`src/rtl/mont_arb_pkg.sv`:
```
// Shared types and helpers for the Montgomery multiplier arbiter.
// State encoding, a constant-safe clog2, and the error counter width.
package mont_arb_pkg;

  typedef enum logic [1:0] {
    ST_IDLE  = 2'd0,
    ST_ISSUE = 2'd1,
    ST_WAIT  = 2'd2
  } state_t;

  localparam int ERR_W = 8;

  function automatic int clog2(input int n);
    int r;
    r = 0;
    while ((1 << r) < n) r = r + 1;
    return r;
  endfunction

endpackage

```
`src/rtl/mont_rr_pick.sv`:
```
// Combinational round-robin pick: first asserted request at or above rr_ptr,
// wrapping around; the pointer register itself lives in the parent.
module mont_rr_pick
  import mont_arb_pkg::*;
#(
  parameter int NREQ  = 4,
  parameter int IDX_W = clog2(NREQ)
) (
  input  logic [NREQ-1:0]  req,
  input  logic [IDX_W-1:0] rr_ptr,
  output logic [NREQ-1:0]  grant,
  output logic [IDX_W-1:0] grant_idx,
  output logic             any_valid
);

  always_comb begin
    int idx;
    idx       = 0;
    grant     = '0;
    grant_idx = '0;
    any_valid = 1'b0;
    for (int k = 0; k < NREQ; k++) begin
      idx = int'(rr_ptr) + k;
      if (idx >= NREQ) idx = idx - NREQ;
      if (!any_valid && req[idx]) begin
        any_valid  = 1'b1;
        grant[idx] = 1'b1;
        grant_idx  = IDX_W'(idx);
      end
    end
  end

endmodule

```
`src/rtl/mont_mul_arbiter.sv`:
```
// Round-robin arbiter sharing one Montgomery multiplier between NREQ requesters,
// with a watchdog that aborts an op whose done pulse never arrives.
module mont_mul_arbiter
  import mont_arb_pkg::*;
#(
  parameter int WIDTH       = 32,
  parameter int NREQ        = 4,
  parameter int TIMEOUT_CYC = 64
) (
  input  logic                     clk,
  input  logic                     rst,
  input  logic [NREQ-1:0]          req_valid,
  input  logic [NREQ*WIDTH-1:0]    req_a,
  input  logic [NREQ*WIDTH-1:0]    req_b,
  output logic [NREQ-1:0]          req_ready,
  output logic [NREQ-1:0]          rsp_valid,
  output logic [WIDTH-1:0]         rsp_data,
  output logic                     rsp_err,
  output logic                     mm_start,
  output logic [WIDTH-1:0]         mm_a,
  output logic [WIDTH-1:0]         mm_b,
  input  logic                     mm_done,
  input  logic [WIDTH-1:0]         mm_result,
  output logic                     busy,
  output logic [clog2(NREQ)-1:0]   owner,
  output logic [ERR_W-1:0]         err_count
);

  localparam int IDX_W = clog2(NREQ);
  localparam int TMO_W = clog2(TIMEOUT_CYC + 1);

  state_t             state, state_nxt;
  logic [IDX_W-1:0]   rr_ptr;
  logic [IDX_W-1:0]   pick_idx;
  logic [NREQ-1:0]    pick_grant;
  logic               pick_any;
  logic [TMO_W-1:0]   tmo_cnt;
  logic               accept;
  logic               done_ok;
  logic               tmo_hit;

  function automatic logic [ERR_W-1:0] sat_inc(input logic [ERR_W-1:0] v);
    return (v == '1) ? v : v + 1'b1;
  endfunction

  function automatic logic [IDX_W-1:0] ptr_inc(input logic [IDX_W-1:0] p);
    return (p == IDX_W'(NREQ - 1)) ? '0 : p + 1'b1;
  endfunction

  mont_rr_pick #(
    .NREQ  (NREQ),
    .IDX_W (IDX_W)
  ) u_pick (
    .req       (req_valid),
    .rr_ptr    (rr_ptr),
    .grant     (pick_grant),
    .grant_idx (pick_idx),
    .any_valid (pick_any)
  );

  always_ff @(posedge clk) begin
    if (rst) state <= ST_IDLE;
    else     state <= state_nxt;
  end

  always_comb begin
    state_nxt = state;
    req_ready = '0;
    mm_start  = 1'b0;
    accept    = 1'b0;
    done_ok   = 1'b0;
    tmo_hit   = 1'b0;
    case (state)
      ST_IDLE: begin
        req_ready = pick_grant;
        if (pick_any) begin
          accept    = 1'b1;
          state_nxt = ST_ISSUE;
        end
      end
      ST_ISSUE: begin
        mm_start  = 1'b1;
        state_nxt = ST_WAIT;
      end
      ST_WAIT: begin
        // done wins over a timeout landing in the same cycle
        if (mm_done) begin
          done_ok   = 1'b1;
          state_nxt = ST_IDLE;
        end else if (tmo_cnt == TMO_W'(TIMEOUT_CYC - 1)) begin
          tmo_hit   = 1'b1;
          state_nxt = ST_IDLE;
        end
      end
      default: state_nxt = ST_IDLE;
    endcase
  end

  assign busy = (state != ST_IDLE);

  // Registered grant, watchdog and response stage
  always_ff @(posedge clk) begin
    if (rst) begin
      rr_ptr    <= '0;
      owner     <= '0;
      mm_a      <= '0;
      mm_b      <= '0;
      tmo_cnt   <= '0;
      rsp_valid <= '0;
      rsp_err   <= 1'b0;
      rsp_data  <= '0;
      err_count <= '0;
    end else begin
      rsp_valid <= '0;
      rsp_err   <= 1'b0;
      if (accept) begin
        mm_a   <= req_a[pick_idx*WIDTH +: WIDTH];
        mm_b   <= req_b[pick_idx*WIDTH +: WIDTH];
        owner  <= pick_idx;
        rr_ptr <= ptr_inc(pick_idx);
      end
      if (state == ST_ISSUE) begin
        tmo_cnt <= '0;
      end else if (state == ST_WAIT && !mm_done) begin
        tmo_cnt <= tmo_cnt + 1'b1;
      end
      if (done_ok) begin
        rsp_data  <= mm_result;
        rsp_valid <= {{(NREQ-1){1'b0}}, 1'b1} << owner;
        rsp_err   <= 1'b0;
      end else if (tmo_hit) begin
        rsp_data  <= '0;
        rsp_valid <= {{(NREQ-1){1'b0}}, 1'b1} << owner;
        rsp_err   <= 1'b1;
        err_count <= sat_inc(err_count);
      end
    end
  end

endmodule

```
`config.mk`:
```
export PLATFORM = sky130hd
export DESIGN_NAME = mont_mul_arbiter
export DESIGN_NICKNAME = d
export VERILOG_FILES = /design/src/rtl/mont_arb_pkg.sv /design/src/rtl/mont_rr_pick.sv /design/src/rtl/mont_mul_arbiter.sv
export SDC_FILE = /design/constraint.sdc
export NUM_CORES = 1
export LEC_CHECK = 0
export CORE_AREA = 2 2 161 163
export CTS_CLUSTER_DIAMETER = 80
export DETAILED_ROUTE_END_ITERATION = 10
export DIE_AREA = 0 0 163 165
export HOLD_SLACK_MARGIN = 0.1
export PLACE_DENSITY_LB_ADDON = 0.3
export SLEW_MARGIN = 20
export SYNTH_ARGS = -nofsm -noshare
export SYNTH_HDL_FRONTEND = slang
export SYNTH_SLANG_ARGS = --single-unit
```
`constraint.sdc`:
```
create_clock -name clk -period 3.2 [get_ports clk]
set_input_delay 0.32 -clock clk [delete_from_list [all_inputs] [get_ports clk]]
set_output_delay 0.32 -clock clk [all_outputs]
set_load 0.01 [all_outputs]
```
==> results of run 1 <==
-- area by class of cell --
class / count / area, um2
multi-input cells: 622 / 4680
well taps: 330 / 413
clock buffers: 17 / 425
clock inverters: 15 / 166
repair buffers: 445 / 4470
fillers: 2398 / 12400
flip-flops and latches: 122 / 2440
inverters: 3 / 11.3
diodes: 3 / 7.51
-- synth_stat cells, types with 2 or more instances --
cell / number
sky130_fd_sc_hd__o21a_1: 2
sky130_fd_sc_hd__nor2b_1: 2
sky130_fd_sc_hd__mux4_2: 4
sky130_fd_sc_hd__xor2_1: 6
sky130_fd_sc_hd__a22oi_1: 6
sky130_fd_sc_hd__dfxtp_1: 122
sky130_fd_sc_hd__o21ai_2: 2
sky130_fd_sc_hd__a211oi_1: 2
sky130_fd_sc_hd__ha_1: 6
sky130_fd_sc_hd__nor3b_1: 129
sky130_fd_sc_hd__or3_1: 3
sky130_fd_sc_hd__clkbuf_1: 39
sky130_fd_sc_hd__mux2_2: 2
sky130_fd_sc_hd__o211ai_1: 14
sky130_fd_sc_hd__nand3_1: 36
sky130_fd_sc_hd__or2_2: 3
sky130_fd_sc_hd__nand2_1: 108
sky130_fd_sc_hd__o21ai_0: 7
sky130_fd_sc_hd__o211ai_2: 50
sky130_fd_sc_hd__nand4_1: 5
sky130_fd_sc_hd__nor2_1: 37
sky130_fd_sc_hd__mux2i_1: 132
sky130_fd_sc_hd__xnor2_1: 4
sky130_fd_sc_hd__clkbuf_4: 4
sky130_fd_sc_hd__a21oi_1: 41
sky130_fd_sc_hd__inv_1: 3
sky130_fd_sc_hd__buf_2: 14
sky130_fd_sc_hd__a221oi_1: 4
sky130_fd_sc_hd__and3_1: 3
sky130_fd_sc_hd__buf_4: 16
-- state kept, by name, summed over array words and instances, names as in the netlist --
signal,flops
tmo_cnt,7
rsp_valid,4
rsp_err,1
rsp_data,32
mm_b,32
err_count,8
mm_a,32
rr_ptr,2
state,2
owner,2
-- what timing repair did --
| item | CTS | global route |
|---|---|---|
| buffers inserted | 4 | 1 |
| setup endpoints to repair | 4 | 11 |
| resized for setup | 3 | 6 |
| gates cloned | 0 | 0 |
-- per-stage QoR --
step,power (mW),util,setup WS (ns),hold slack (ns),area (um2)
after floorplan,5.52,-,0.217,0.456,7460
after global placement,7.38,0.477,0.128,0.453,11900
after detailed placement,7.44,0.477,0.0693,0.460,11900
after CTS,9.50,0.502,0.0259,0.432,12600
after global routing,9.99,0.504,0.0311,0.442,12600
final,9.43,0.504,0.191,0.458,12600
-- worst min-delay path by stage --
stage,to,cells after the start,slack [ns],startpoint
after floorplan,rsp_data[0]$_SDFFE_PP0P_,2,0.46,mm_result[0]
after global placement,rsp_data[1]$_SDFFE_PP0P_,2,0.45,rsp_data[1]$_SDFFE_PP0P_
final,rsp_data[27]$_SDFFE_PP0P_,3,0.46,mm_result[27]
after global routing,rsp_data[17]$_SDFFE_PP0P_,3,0.44,mm_result[17]
after detailed placement,rsp_data[12]$_SDFFE_PP0P_,2,0.46,rsp_data[12]$_SDFFE_PP0P_
after CTS,rsp_data[17]$_SDFFE_PP0P_,3,0.43,mm_result[17]
-- worst register-to-register path: stages, from the launching register on --
cell and delay [ns]:
sky130_fd_sc_hd__dfxtp_1 0.32, sky130_fd_sc_hd__inv_1 0.11, sky130_fd_sc_hd__ha_4 0.30, sky130_fd_sc_hd__mux4_2 0.57, sky130_fd_sc_hd__buf_4 0.19, sky130_fd_sc_hd__a2111oi_4 0.49, sky130_fd_sc_hd__buf_6 0.26, sky130_fd_sc_hd__buf_4 0.23
sky130_fd_sc_hd__nor3b_1 0.07, sky130_fd_sc_hd__mux2i_1 0.19, sky130_fd_sc_hd__o211ai_2 0.09
-- power by group --
group	internal (mW)	switching [mW]
registers	1.83	0.174
clock network	1.17	0.796
logic	2.74	2.72
-- logic make-up after synthesis --
group,Yosys count,share of synthesized area
AND/OR/NAND/NOR,336,0.252
multiplexers,138,0.192
AO/OA/AOI/OAI,132,0.154
flip-flops,122,0.327
buffers and inverters,77,0.0522
XOR/XNOR,10,0.0117
adder cells (fa/ha/maj),6,0.0101
-- placed cells by master, fill, tap and decap left out, types with 17 or more instances in the layout --
master | netlist | routed
sky130_fd_sc_hd__a21oi_1 | 41 | 41
sky130_fd_sc_hd__buf_4 | 16 | 25
sky130_fd_sc_hd__clkbuf_16 | 0 | 17
sky130_fd_sc_hd__clkdlybuf4s50_1 | 0 | 406
sky130_fd_sc_hd__dfxtp_1 | 122 | 122
sky130_fd_sc_hd__mux2i_1 | 132 | 132
sky130_fd_sc_hd__nand2_1 | 108 | 108
sky130_fd_sc_hd__nand3_1 | 36 | 36
sky130_fd_sc_hd__nor2_1 | 37 | 35
sky130_fd_sc_hd__nor3b_1 | 129 | 129
sky130_fd_sc_hd__o211ai_2 | 50 | 50
-- layer usage --
metal | share of wire | global-route usage | vias to the layer above
li1 | - | - | 3770
met1 | 0.38 | 0.214 | 3610
met2 | 0.50 | 0.351 | 267
met3 | 0.095 | 0.0806 | 37
met4 | 0.022 | 0.0680 | 4
met5 | 0.00096 | 0 | -
==> impl_summary.md, run 1 <==
Floorplanning
The initial standard-cell utilization of the core is 0.298. The floorplan die area is 26900 um2. The die is 165 um tall. In this run the core area contains 58 standard-cell rows.

In this run the horizontal extent of the chip is between 150 and 200 um. The total core area is roughly 25000 um2. During I/O placement, the number of pins put on the boundary was 412.

Global route
The global-route congestion overflow total is 0. Entering global routing, the biggest net connects 88 pins. The global-route wire length before repair is 41200 um.

In the global route stage, overall resource usage came out at 0.198. The via count of the first global-routing pass was 7461. The initial antenna violation count is 5.

Clock tree
The buffer cell driving the clock tree root is sky130_fd_sc_hd__clkbuf_16. TritonCTS created 17 clock buffers. The TritonCTS clock tree is yes. The CTS sink count is 122.

The number of H-tree levels is 4. The clock-pin slew on the worst setup and hold paths is 0.06 ns. The clock reaches the later pin of the worst-skew pair after ~0.42 ns. The longest clock path from root to sink contains 2 buffers. The number of hold buffers added after cts is 0.

Logic synthesis
The number of distinct library cells after synthesis is 45. The share of the synthesized area in the top cell type is 0.327. The cell area after synthesis is around 7500 um2. After technology mapping, the gate count stands at 821. The warning count from the yosys run is 0. By area the synthesized netlist is led by sky130_fd_sc_hd__dfxtp_1 (33%), sky130_fd_sc_hd__mux2i_1 (18%), sky130_fd_sc_hd__nor3b_1 (13%). Each instance of the synthesized netlist takes up on average 9.08 um2. Counting every net in the synthesized netlist gives 1122. The synthesized flop and latch total is 122. In this run, synthesis inferred 0 flip-flops with an integrated enable. The portion of the post-synthesis area used by sequential elements is 0.327. The most used flip-flop cell after synthesis is sky130_fd_sc_hd__dfxtp_1. The proportion of synthesized flip-flops having asynchronous set or reset is 0. The largest area contributor in the synthesized netlist is sky130_fd_sc_hd__dfxtp_1.

Route
The count of antenna-violating nets left after detailed routing is 0. The count of vias placed by the detailed router is slightly below 8000. Wires add up to 28100 um. Using the TritonRoute via totals, the vias-per-cell ratio works out to 4.94. The final routed DRC violation total is 0. The count of routing violations after the opening detailed-route iteration is between 300 and 400. The post-detailed-route wirelength per cell is 18.0 um. The first TritonRoute pass finished after 4 iterations.

Critical path
Walking the worst path, the cells encountered are inv_1 > ha_4 > mux4_2 > buf_4 > a22oi_1 > nor2_1 > a221oi_1 > nor2_1 > clkdlybuf4s15_1. The arrival time at the worst endpoint is 2.69 ns. For flop-to-flop paths, the worst setup slack is 0.27 ns.

The slowest stage of the critical path is the sky130_fd_sc_hd__mux4_2 cell. The cell family contributing the most delay on the critical path is buffers and inverters. The count of cell instances traversed by the critical path is 9. The reg-to-reg critical path endpoint is mm_b[30]$_SDFFE_PP0P_. The dominant cell type by count on the critical path is sky130_fd_sc_hd__nor2_1. By startpoint and endpoint, the worst setup path is classified as flop to primary output. At the worst endpoint, the required time is 2.88 ns. STA classifies the critical path startpoint as a flop.

The beginning of the critical path is rr_ptr[0]$_SDFFE_PP0P_. The maximum single-stage delay on the critical path is 0.57 ns. The destination of the critical timing path is req_ready[2]. In this run the critical register-to-register path is launched from rr_ptr[0]$_SDFFE_PP0P_. STA classifies the critical path endpoint as a primary output. Counting both buffers and inverters, the worst setup path holds a total of 3. Of all nets on the critical path, the largest fanout is 5. The depth of the worst register-to-register path is 10.

Final layout
In the final layout, the share of cells above drive strength 1 is 0.114. The finished layout holds roughly 1600 standard cells, fillers aside. For this run, the post-layout net count is 1512. From synthesis to final layout, the design area changed by 69.2%.

Timing
The number of hold-slack violations in the final timing report was 0. The worst clock skew is ~0.013 ns. The worst pin sits at a relative slew slack of 0.562. Setup repair after global routing left no endpoint under its margin. For this run, the top clock speed supported by timing is 0.332 GHz. The total negative slack for setup checks is 0 ns. The minimum clock period is 3.01 ns. The number of max-slew violations in the final report was 0. The slew at the pin closest to its max-slew limit is 0.656 ns. In the finished design, the share of the clock period the worst path needs comes to 0.940. The setup violation total in the final timing report is 0.

Placed design
The cell total after placement is 1517. Buffers placed on the I/O ports in this run total 411. The placed wire-length estimate after detailed placement is 20900 um. At the end of routability-driven placement, the weighted congestion stood at between 0.8 and 0.9.

Power and ir drop
The power density over the cells is 747 nW/um2. The static power due to leakage is 4.97 nW. IR analysis of the VDD net gives a maximum drop of 0.585 mV.

Worst hold path
The path type of the worst min-delay path is input pin to flop.

Outcome
The flow ran to the end, and the final reports show no timing, DRC or antenna violations.

Run
The max-cap check violation count is 0.
Note: power is estimated with default switching activity, not from simulation.
==> run 2: changes to the inputs <==
--- a/config.mk
+++ b/config.mk
@@ -10,7 +10,7 @@
 export DETAILED_ROUTE_END_ITERATION = 10
 export DIE_AREA = 0 0 163 165
 export HOLD_SLACK_MARGIN = 0.1
-export PLACE_DENSITY_LB_ADDON = 0.3
+export PLACE_DENSITY = 0.67
 export SLEW_MARGIN = 20
 export SYNTH_ARGS = -nofsm -noshare
 export SYNTH_HDL_FRONTEND = slang
==> run 2 against run 1 <==
Worst setup slack got worse by 0.083 ns. Total power decreased by 0.63%. Worst hold slack improved by 0.0060 ns. Sequential power about the same. Clock-buffer cell count increased by 4. Non-clock buffer count decreased by 10. Core utilization decreased by 0.34 points. Flip-flop and latch count unchanged. First-iteration DRC count increased by 26%. Sequential share of layout area increased by 0.13 points. Clock power increased by 3%. Largest cell class unchanged. Highest routed layer is now met4.
==> impl_summary.md, run 2 (same netlist as run 1, synthesis figures left out) <==
Route
The count of routing violations after the opening detailed-route iteration is 479 (+26%). The number of detailed-route iterations in the first pass is 5 (+1). The final routed DRC violation total is 0 (unchanged). The post-detailed-route wirelength per cell is 18.1 um (+0.51%).

The detail-routed via count per cell is 4.97 (+0.57%). The count of vias placed by the detailed router is 7672 (-0.21%). The count of antenna-violating nets left after detailed routing is 0 (unchanged). The sum of routed wire length over all layers came to 28000 um (-0.26%).

Clock tree
The CTS sink count is 122 (unchanged). The number of buffers on the longest clock path is 2 (unchanged). The number of hold buffers added after cts came to 0 (unchanged). The clock-pin slew on the worst setup and hold paths is 0.06 ns (about the same). The TritonCTS clock tree is yes.

The total CTS buffers is 17 (unchanged). The buffer cell driving the clock tree root is sky130_fd_sc_hd__clkbuf_16. The number of H-tree levels is 4 (unchanged). The insertion delay of the later-clocked pin in the worst-skew pair is 0.42 ns (about the same).

Critical path
The maximum single-stage delay on the critical path is 0.56 ns (about the same). The highest net fanout along the worst path came to 4 (-1). The dominant cell type by count on the critical path is sky130_fd_sc_hd__nor2_1. The worst setup slack for register-to-register paths is 0.24 ns (-0.03 ns). The arrival time at the worst endpoint is 2.77 ns (+0.08 ns). STA classifies the critical path endpoint as a primary output. Traced cell by cell, the critical path runs through inv_1 > ha_4 > mux4_2 > buf_4 > a22oi_1 > nor2_1 > a221oi_1 > nor2_1 > dlygate4sd2_1. The reg-to-reg critical path endpoint is mm_b[26]$_SDFFE_PP0P_. The cell with the biggest individual delay on the critical path is sky130_fd_sc_hd__mux4_2. The depth of the worst register-to-register path came to 10 (unchanged). The required time of the worst setup path is 2.88 ns (about the same). The critical path is of the flop to primary output type. In this run the critical register-to-register path is launched from rr_ptr[0]$_SDFFE_PP0P_. STA classifies the critical path startpoint as a flop.

Global route
The via count of the first global-routing pass is 7534 (+0.98%). The global-route congestion overflow total was 0 (unchanged). The met3 routing resource usage after global routing is 0.0660 (-0.0146). The met1 usage is 0.226 (+0.0117). The global-route wire length before repair is 41800 um (+1.4%).

The aggregate global-route resource usage is 0.199 (+0.000824). The initial antenna violation count is 1 (-4). The global routing stage identified its most utilized layer as met2. The pin count of the biggest net entering global routing is 77 (-13%). The routing usage on met2 is 0.360 (+0.00847).

Final layout
The top cell types in the final layout, fill and taps aside, are sky130_fd_sc_hd__clkdlybuf4s50_1 (406), sky130_fd_sc_hd__mux2i_1 (132), sky130_fd_sc_hd__nor3b_1 (129). In the final layout, the registers with the most flip-flops are mm_a: 32 flops, mm_b: 32 flops, rsp_data: 32 flops. From synthesis to final layout, the design area changed by 68.0%. The fraction of layout cells with a size suffix above 1 is 0.105 (-0.00894). The net total in the final layout is 1502 (-0.66%). The count of non-filler cells in the finished layout is 1545 (-0.77%). The cell area after layout came to 12500 um2 (-0.68%). The final core utilization came to 0.501 (-0.00345). The most common cell after layout, fill and taps aside is sky130_fd_sc_hd__clkdlybuf4s50_1.

Floorplanning
The die outline width is 163 um (unchanged). The initial standard-cell utilization of the core came to 0.298 (unchanged). The count of pins on the block boundary is 412 (unchanged). The site row count is 58 (unchanged). The floorplan die area came to 26900 um2 (unchanged). The die height is 165 um (unchanged). The total core area is 25000 um2 (unchanged).

Timing
The total negative slack for setup checks was 0 ns (unchanged). The final clock period utilization by the worst path is 0.966 (+0.0259). The highest clock frequency the design can meet came to 0.323 GHz (-2.7%).

The number of hold-slack violations in the final timing report came to 0 (unchanged). The setup violation total in the final timing report is 0 (unchanged). The worst clock skew is 0.0130 ns (-0.000423 ns). The slew at the pin closest to its max-slew limit was 0.822 ns (+0.166 ns). The worst-case headroom to the max-slew limit is 0.452 (-0.111). The number of max-slew violations in the final report is 0 (unchanged). The final hold slack is 0.464 ns (+0.00603 ns). The minimum clock period came to 3.09 ns (+0.0829 ns). The final critical-path setup slack is 0.108 ns (-0.0829 ns).

Power and ir drop
The maximum vdd ir drop is 0.563 mV (-3.8%). The final total power was 9.37 mW (-0.63%). The power density over the cells is 747 nW/um2 (about the same). The static power due to leakage is 4.90 nW (-1.4%).

Run
The max-cap check violation count is 0 (unchanged).

Worst hold path
For hold timing, the worst endpoint is rsp_data[2]$_SDFFE_PP0P_. The startpoint of the tightest hold check path is mm_result[2]. The path type of the worst min-delay path is input pin to flop. The cell depth of the worst hold path was 3 (unchanged).

Outcome
The flow ran to the end, and the final reports show no timing, DRC or antenna violations.

Placed design
The number of port buffers is 411 (unchanged). The pre-CTS worst setup slack came to 0.0953 ns (+0.0260 ns). The cell total after placement was 1508 (-0.59%).

The routability-driven placement congestion ratio came to 0.820 (+0.34%). The instance area at placement is 11900 um2 (-0.57%). The placed wire-length estimate after detailed placement was 20500 um (-2.0%).
## run 2: worst max-delay path, delay by kind of cell (launching register included)
family	cells	cell delay (ns)
multiplexers	1	0.56
AND/OR/NAND/NOR	2	0.15
AO/OA/AOI/OAI	2	0.45
buffers and inverters	3	0.59
flip-flops	1	0.32
adder cells (fa/ha/maj)	1	0.29
## run 2: area by class of cell
| cell class | count | area [um2] |
|---|---|---|
| inverter | 3 | 11.3 |
| antenna | 1 | 2.50 |
| tap | 330 | 413 |
| clock buffer | 21 | 470 |
| multi-input combinational | 622 | 4670 |
| fill | 2422 | 12500 |
| sequential | 122 | 2440 |
| clock inverter | 11 | 133 |
| timing repair buffer | 435 | 4380 |
## run 2: where the power goes
part	internal, mW	total (mW)	switching (mW)
Sequential	1.83	2.01	0.172
Combinational	2.63	5.35	2.72
Clock	1.22	2.01	0.789
Total	5.68	9.37	3.68
## run 2: worst max path at each step
stage,cells after the start,start,slack (ns),end
6_report,9,rr_ptr[0]$_SDFFE_PP0P_,0.11,req_ready[1]
5_1_grt,9,rr_ptr[0]$_SDFFE_PP0P_,-0.0004,req_ready[0]
4_1_cts,9,rr_ptr[0]$_SDFFE_PP0P_,0.04,req_ready[1]
3_5_place_dp,8,req_valid[0],0.1,mm_a[12]$_SDFFE_PP0P_
3_3_place_gp,8,req_valid[0],0.14,mm_a[16]$_SDFFE_PP0P_
2_1_floorplan,10,rr_ptr[0]$_SDFFE_PP0P_,0.22,mm_a[0]$_SDFFE_PP0P_
## run 2: timing repair
item                       CTS  global route
buffers inserted             3             1
resized for setup            4             2
setup endpoints to repair    4            10
## run 2: metal layers
layer	wire length, um	share of wire
met3	2490	0.089
met1	11100	0.40
met5	0	0
met4	334	0.012
met2	14100	0.50
